==> src/rtl/ccc_lock_rst_ctrl.sv <==
// CCC lock qualifier and fabric reset sequencer: filters PLL LOCK, holds fabric reset, flags lock loss.
// Optional macro CCC_LOCK_LOSS_CNT_EN adds the saturating LOSS_COUNT counter (tied to 0 otherwise).
module ccc_lock_rst_ctrl #(
    parameter int unsigned LOCK_FILTER = 16,
    parameter int unsigned RST_HOLD    = 64,
    parameter int unsigned LOSS_CNT_W  = 8
) (
    input  logic                  CLK,
    input  logic                  RESET,
    input  logic                  LOCK,
    input  logic                  SW_RST_REQ,
    output logic                  FAB_RESET_N,
    output logic                  FAB_READY,
    output logic                  LOCK_LOST,
    output logic [LOSS_CNT_W-1:0] LOSS_COUNT,
    output logic [1:0]            STATE
);

    typedef enum logic [1:0] {
        ST_WAIT_LOCK = 2'd0,
        ST_FILTER    = 2'd1,
        ST_HOLD      = 2'd2,
        ST_RUN       = 2'd3
    } state_e;

    // Both thresholds are at most 1024, so the last count value fits in 10 bits.
    localparam int unsigned CNT_W = 10;
    localparam logic [CNT_W-1:0] FILT_LAST = CNT_W'(LOCK_FILTER - 1);
    localparam logic [CNT_W-1:0] HOLD_LAST = CNT_W'(RST_HOLD - 1);

    state_e           state_q, state_d;
    logic [CNT_W-1:0] cnt_q, cnt_d;
    logic             sync1_q, lock_s_q;
    logic             fab_q, fab_d;
    logic             lost_q, lost_d;

    // State, shared counter, LOCK synchronizer and registered outputs.
    always_ff @(posedge CLK) begin
        if (RESET) begin
            state_q  <= ST_WAIT_LOCK;
            cnt_q    <= '0;
            sync1_q  <= 1'b0;
            lock_s_q <= 1'b0;
            fab_q    <= 1'b0;
            lost_q   <= 1'b0;
        end else begin
            state_q  <= state_d;
            cnt_q    <= cnt_d;
            sync1_q  <= LOCK;
            lock_s_q <= sync1_q;
            fab_q    <= fab_d;
            lost_q   <= lost_d;
        end
    end

    // Next state, counter and output intents.
    always_comb begin
        state_d = state_q;
        cnt_d   = cnt_q;
        lost_d  = 1'b0;
        case (state_q)
            ST_WAIT_LOCK: begin
                cnt_d = '0;
                if (lock_s_q) state_d = ST_FILTER;
            end
            ST_FILTER: begin
                if (!lock_s_q) begin
                    state_d = ST_WAIT_LOCK;
                    cnt_d   = '0;
                end else if (cnt_q == FILT_LAST) begin
                    state_d = ST_HOLD;
                    cnt_d   = '0;
                end else begin
                    cnt_d = cnt_q + CNT_W'(1);
                end
            end
            ST_HOLD: begin
                if (!lock_s_q) begin
                    state_d = ST_WAIT_LOCK;
                    cnt_d   = '0;
                end else if (cnt_q == HOLD_LAST) begin
                    state_d = ST_RUN;
                    cnt_d   = '0;
                end else begin
                    cnt_d = cnt_q + CNT_W'(1);
                end
            end
            ST_RUN: begin
                // Lock loss outranks a concurrent software reset request.
                if (!lock_s_q) begin
                    state_d = ST_WAIT_LOCK;
                    cnt_d   = '0;
                    lost_d  = 1'b1;
                end else if (SW_RST_REQ) begin
                    state_d = ST_HOLD;
                    cnt_d   = '0;
                end
            end
            default: begin
                state_d = ST_WAIT_LOCK;
                cnt_d   = '0;
            end
        endcase
        fab_d = (state_d == ST_RUN);
    end

`ifdef CCC_LOCK_LOSS_CNT_EN
    logic [LOSS_CNT_W-1:0] loss_q;

    // Saturating lock-loss event counter.
    always_ff @(posedge CLK) begin
        if (RESET) begin
            loss_q <= '0;
        end else if (lost_d && (loss_q != '1)) begin
            loss_q <= loss_q + LOSS_CNT_W'(1);
        end
    end

    assign LOSS_COUNT = loss_q;
`else
    assign LOSS_COUNT = '0;
`endif

    assign STATE       = 2'(state_q);
    assign FAB_RESET_N = fab_q;
    assign FAB_READY   = fab_q;
    assign LOCK_LOST   = lost_q;

endmodule

==> config.mk <==
export PLATFORM = sky130hd
export DESIGN_NAME = ccc_lock_rst_ctrl
export DESIGN_NICKNAME = d
export VERILOG_FILES = /design/src/rtl/ccc_lock_rst_ctrl.sv
export SDC_FILE = /design/constraint.sdc
export NUM_CORES = 1
export LEC_CHECK = 0
export ABC_AREA = 1
export CORE_UTILIZATION = 40
export CTS_CLUSTER_SIZE = 16
export DETAILED_ROUTE_END_ITERATION = 8
export PLACE_DENSITY = 0.71
export SYNTH_ARGS = -nofsm -noshare
export SYNTH_HDL_FRONTEND = slang
export SYNTH_SLANG_ARGS = --single-unit
==> constraint.sdc <==
create_clock -name CLK -period 1.4 [get_ports CLK]
set_clock_uncertainty 0.1 [all_clocks]
set_input_delay 0.28 -clock CLK [delete_from_list [all_inputs] [get_ports CLK]]
set_output_delay 0.28 -clock CLK [all_outputs]
set_load 0.02 [all_outputs]
==> flow_summary.yaml, run 1 <==
final_layout:
  nNetsFinal: 179
  post-route-util_pct: 59.2
  fillCellCount: 196
  multi_input_area_um2: 588
  syn2layout_area_growth_pct: 40.6
  stdcell_count: 197
  fin_area_um2: 1310
  ff_latch_area_um2: 332
  n_antenna_cell: 0
  final_layout_size_suffix_gt1_share_pct: 34.3
timing:
  min_period_over_period_pct: 113
  tns_ns: -1.95
  rsz0062_at_grt: "yes"
  finalMaxSlewViolations: 0
  setup_viol: 13
  holdWs_ns: 0.316
  period_minus_slack_ns: 1.58
  hold_viol_final: 0
  finalWorstSetupSlack_ns: -0.181
  timing.fmax_ghz: 0.633
clocking:
  clkTransAtPathRegs_ns: 0.10
  cts.sinks: 16
  cts_tree: "built"
  cts_buffers: 3
  clock_path_buffers: 2
  cts_root_buf: "clkbuf_4"
  clock_latency_ns: 0.30
  htreeDepth: 1
  hold_buffers: 0
power:
  pwr-share-clk_pct: 32.7
  p_per_area_nw_per_um2: 618
  p_comb_share_pct: 10.4
  power_frac_seq_pct: 56.9
  swShare_pct: 27.1
  vdd_drop_max_mv: 0.572
  power_uw: 809
  p_int_uw: 590
  power_leakage_nw: 0.620
  p_switching_uw: 219
routing:
  wl_met1_um: 999
  drt-total-wl_mm: 2.22
  vias: 935
  vias_per_cell: 4.75
  drt.antenna.violating_nets: 0
  dr.pass1.iters: 5
  routed-wl-met3_um: 74
  drcViolationCount: 0
  top_layer: "met4"
  wl_met2_mm: 1.11
  drtIter0Drc: 10
  routedWlPerCell_um: 11.3
placement:
  gp_congestion: 0.872
  pre_cts_ws_ns: -0.285
  dpl_cell_area_um2: 1190
  port_buffers: 8
  dp_hpwl_mm: 1.56
  place_inst: 187
global_routing:
  grt_pass1_vias: 885
  grt_overflow: 0
  antenna_found_initial: 0
  grt_max_degree: 10
  grt_usage_pct: 19.8
  grt_pass1_wl_mm: 3.75
logic_synthesis:
  synth.yosys.seq_area_share_pct: 34.4
  ys_ff_latch: 16
  yosysWarningCount: 0
  synth_cell_types: 20
  syn_inst: 135
  syn_avg_cell_area_um2: 6.90
  syn_area_um2: 931
min_path:
  hp-class: "reg -> reg"
worst_setup_path:
  cp-end-kind: "flip-flop"
  slowest_delay_ns: 0.37
  cp-start-kind: "flip-flop"
  crit_path_frequent_cell: "nand2_2"
  required_ns: 1.49
  worst_path_max_delay_cell: "dfxtp_2"
  crit_chain: "ha_4 -> nand2_4 -> nor2_4 -> nand4_1 -> nand2_2 -> nand2_2 -> nand3_2 -> nand2_2 -> nand2_4 -> nor2_1"
  cp.arrival_ns: 1.68
  path_class: "reg -> reg"
  cp_max_fo: 6
run:
  maxCapViolations: 0
floorplan:
  ios: 17
  start_util_pct: 42.1
  fp.dieH_um: 50.2
  die_area_um2: 2520
  rows: 17
  core-area_um2: 2210
  dieWidth_um: 50.2
outcome:
  status: "finished with violations"
  violations: "setup timing"
-- cell usage after synthesis --
cell      count  area [µm²]
xnor2_1       1        8.76
o21ai_0       4        20.0
nor3_4        1        16.3
nor2_2        1        6.26
a21oi_1       5        25.0
nand2_2       1        6.26
nand3_1       7        35.0
nor3_1        1        5.00
ha_1          5        62.6
inv_1        15        56.3
nor2_1       22        82.6
dfxtp_1      16         320
o21ai_2       1        8.76
o21bai_1      1        7.51
buf_4        10        75.1
nand2_1      32         120
xor2_1        3        26.3
inv_2         2        7.51
conb_1        1        3.75
nand4_1       6        37.5
-- state kept, by name (all words and copies together) (netlist names) --
name,count
STATE,2
LOCK_LOST,1
cnt_q,10
sync1_q,1
lock_s_q,1
FAB_READY,1
-- layout make-up --
cell class	instances	share of cell area, %
multi-input cells	99	44.9
flip-flops and latches	16	25.3
repair buffers	33	19.8
inverters	17	5.26
well taps	28	2.68
clock buffers	3	1.72
clock inverters	1	0.287
-- critical path: cells and delay by family, from the launching register on --
family / cells / cell delay [ns]
DFF: 1 / 0.37
and+or+nand+nor: 9 / 0.84
adders and majority gates: 1 / 0.16
-- cells by family (layout without fill, tap and decap cells) --
kind of cell	Yosys count	after routing	share of synthesized area, %
AND/OR/NAND/NOR	71	71	33.2
AO/OA/AOI/OAI	11	11	6.59
buffers and inverters	27	54	14.9
adder cells (fa/ha/maj)	5	5	6.72
XOR/XNOR	4	4	3.76
flip-flops	16	16	34.4
other	1	8	0.403
-- path summary, 6_finish.rpt --
path                  from        to  slack [ns]  cells after the start
setup / recovery  cnt_q[1]  cnt_q[7]       -0.18                     10
hold / removal     sync1_q  lock_s_q        0.32                      2
setup reg to reg  cnt_q[1]  cnt_q[7]       -0.18                     10
hold reg to reg    sync1_q  lock_s_q        0.32                      2
-- cell usage in the layout (no fill, tap or decap) --
| cell | Yosys | final |
|---|---|---|
| nand2_1 | 32 | 23 |
| clkinv_1 | 0 | 1 |
| nor3_1 | 1 | 1 |
| buf_4 | 10 | 25 |
| nor2_4 | 0 | 1 |
| conb_1 | 1 | 8 |
| a21oi_2 | 0 | 1 |
| inv_1 | 15 | 13 |
| nand3_2 | 0 | 1 |
| clkdlybuf4s15_1 | 0 | 1 |
| nor2_1 | 22 | 21 |
| a21oi_1 | 5 | 4 |
| nand4_1 | 6 | 6 |
| nand2_4 | 0 | 2 |
| clkbuf_2 | 0 | 1 |
| dfxtp_2 | 0 | 3 |
| inv_4 | 0 | 2 |
| nor3_4 | 1 | 1 |
| nand2_2 | 1 | 8 |
| nor2_2 | 1 | 1 |
| dfxtp_4 | 0 | 2 |
| o21ai_0 | 4 | 2 |
| o21ai_2 | 1 | 2 |
| ha_1 | 5 | 2 |
| clkdlybuf4s50_1 | 0 | 3 |
| inv_2 | 2 | 2 |
| nand3_1 | 7 | 6 |
| ha_4 | 0 | 3 |
| xor2_1 | 3 | 3 |
| clkbuf_4 | 0 | 3 |
| o21ai_1 | 0 | 1 |
| dlygate4sd2_1 | 0 | 3 |
| dfxtp_1 | 16 | 11 |
| o21bai_1 | 1 | 1 |
| xnor2_1 | 1 | 1 |
-- power groups by stage --
stage | clock network, mW | registers, mW | logic (mW)
after floorplan | 0 | 0.473 | 0.0640
after global placement | 0 | 0.471 | 0.0753
after detailed placement | 0 | 0.471 | 0.0773
after CTS | 0.269 | 0.461 | 0.0797
after global routing | 0.289 | 0.461 | 0.0923
final | 0.265 | 0.461 | 0.0841
-- what timing repair did --
action                                 in CTS  in global routing
setup buffers                               6                  1
pin swaps                                  12                  5
setup endpoints to repair                  18                 14
gates resized for setup                    10                 16
endpoints found under the hold margin       0                  0
-- routing by layer --
layer / vias to the layer above / track usage (%)
met4: 0 / 11.4
met3: 4 / 3.03
li1: 475 / -
met1: 434 / 23.6
met5: - / 0
met2: 22 / 33.3
(Power assumes the default switching activity.)
==> inputs of run 2 (changes only) <==
--- a/config.mk
+++ b/config.mk
@@ -6,6 +6,7 @@
 export NUM_CORES = 1
 export LEC_CHECK = 0
 export ABC_AREA = 1
+export ABC_CLOCK_PERIOD_IN_PS = 1400
 export CORE_UTILIZATION = 40
 export CTS_CLUSTER_SIZE = 16
 export DETAILED_ROUTE_END_ITERATION = 8
==> results of run 2 <==
Same layout as run 1: the final DEF is identical, and so are final timing and power.
==> inputs of run 3 (changes only) <==
--- a/config.mk
+++ b/config.mk
@@ -8,7 +8,6 @@
 export ABC_AREA = 1
 export ABC_CLOCK_PERIOD_IN_PS = 1400
 export CORE_UTILIZATION = 40
-export CTS_CLUSTER_SIZE = 16
 export DETAILED_ROUTE_END_ITERATION = 8
 export PLACE_DENSITY = 0.71
 export SYNTH_ARGS = -nofsm -noshare
==> results of run 3 <==
Same layout as run 1: the final DEF is identical, and so are final timing and power.
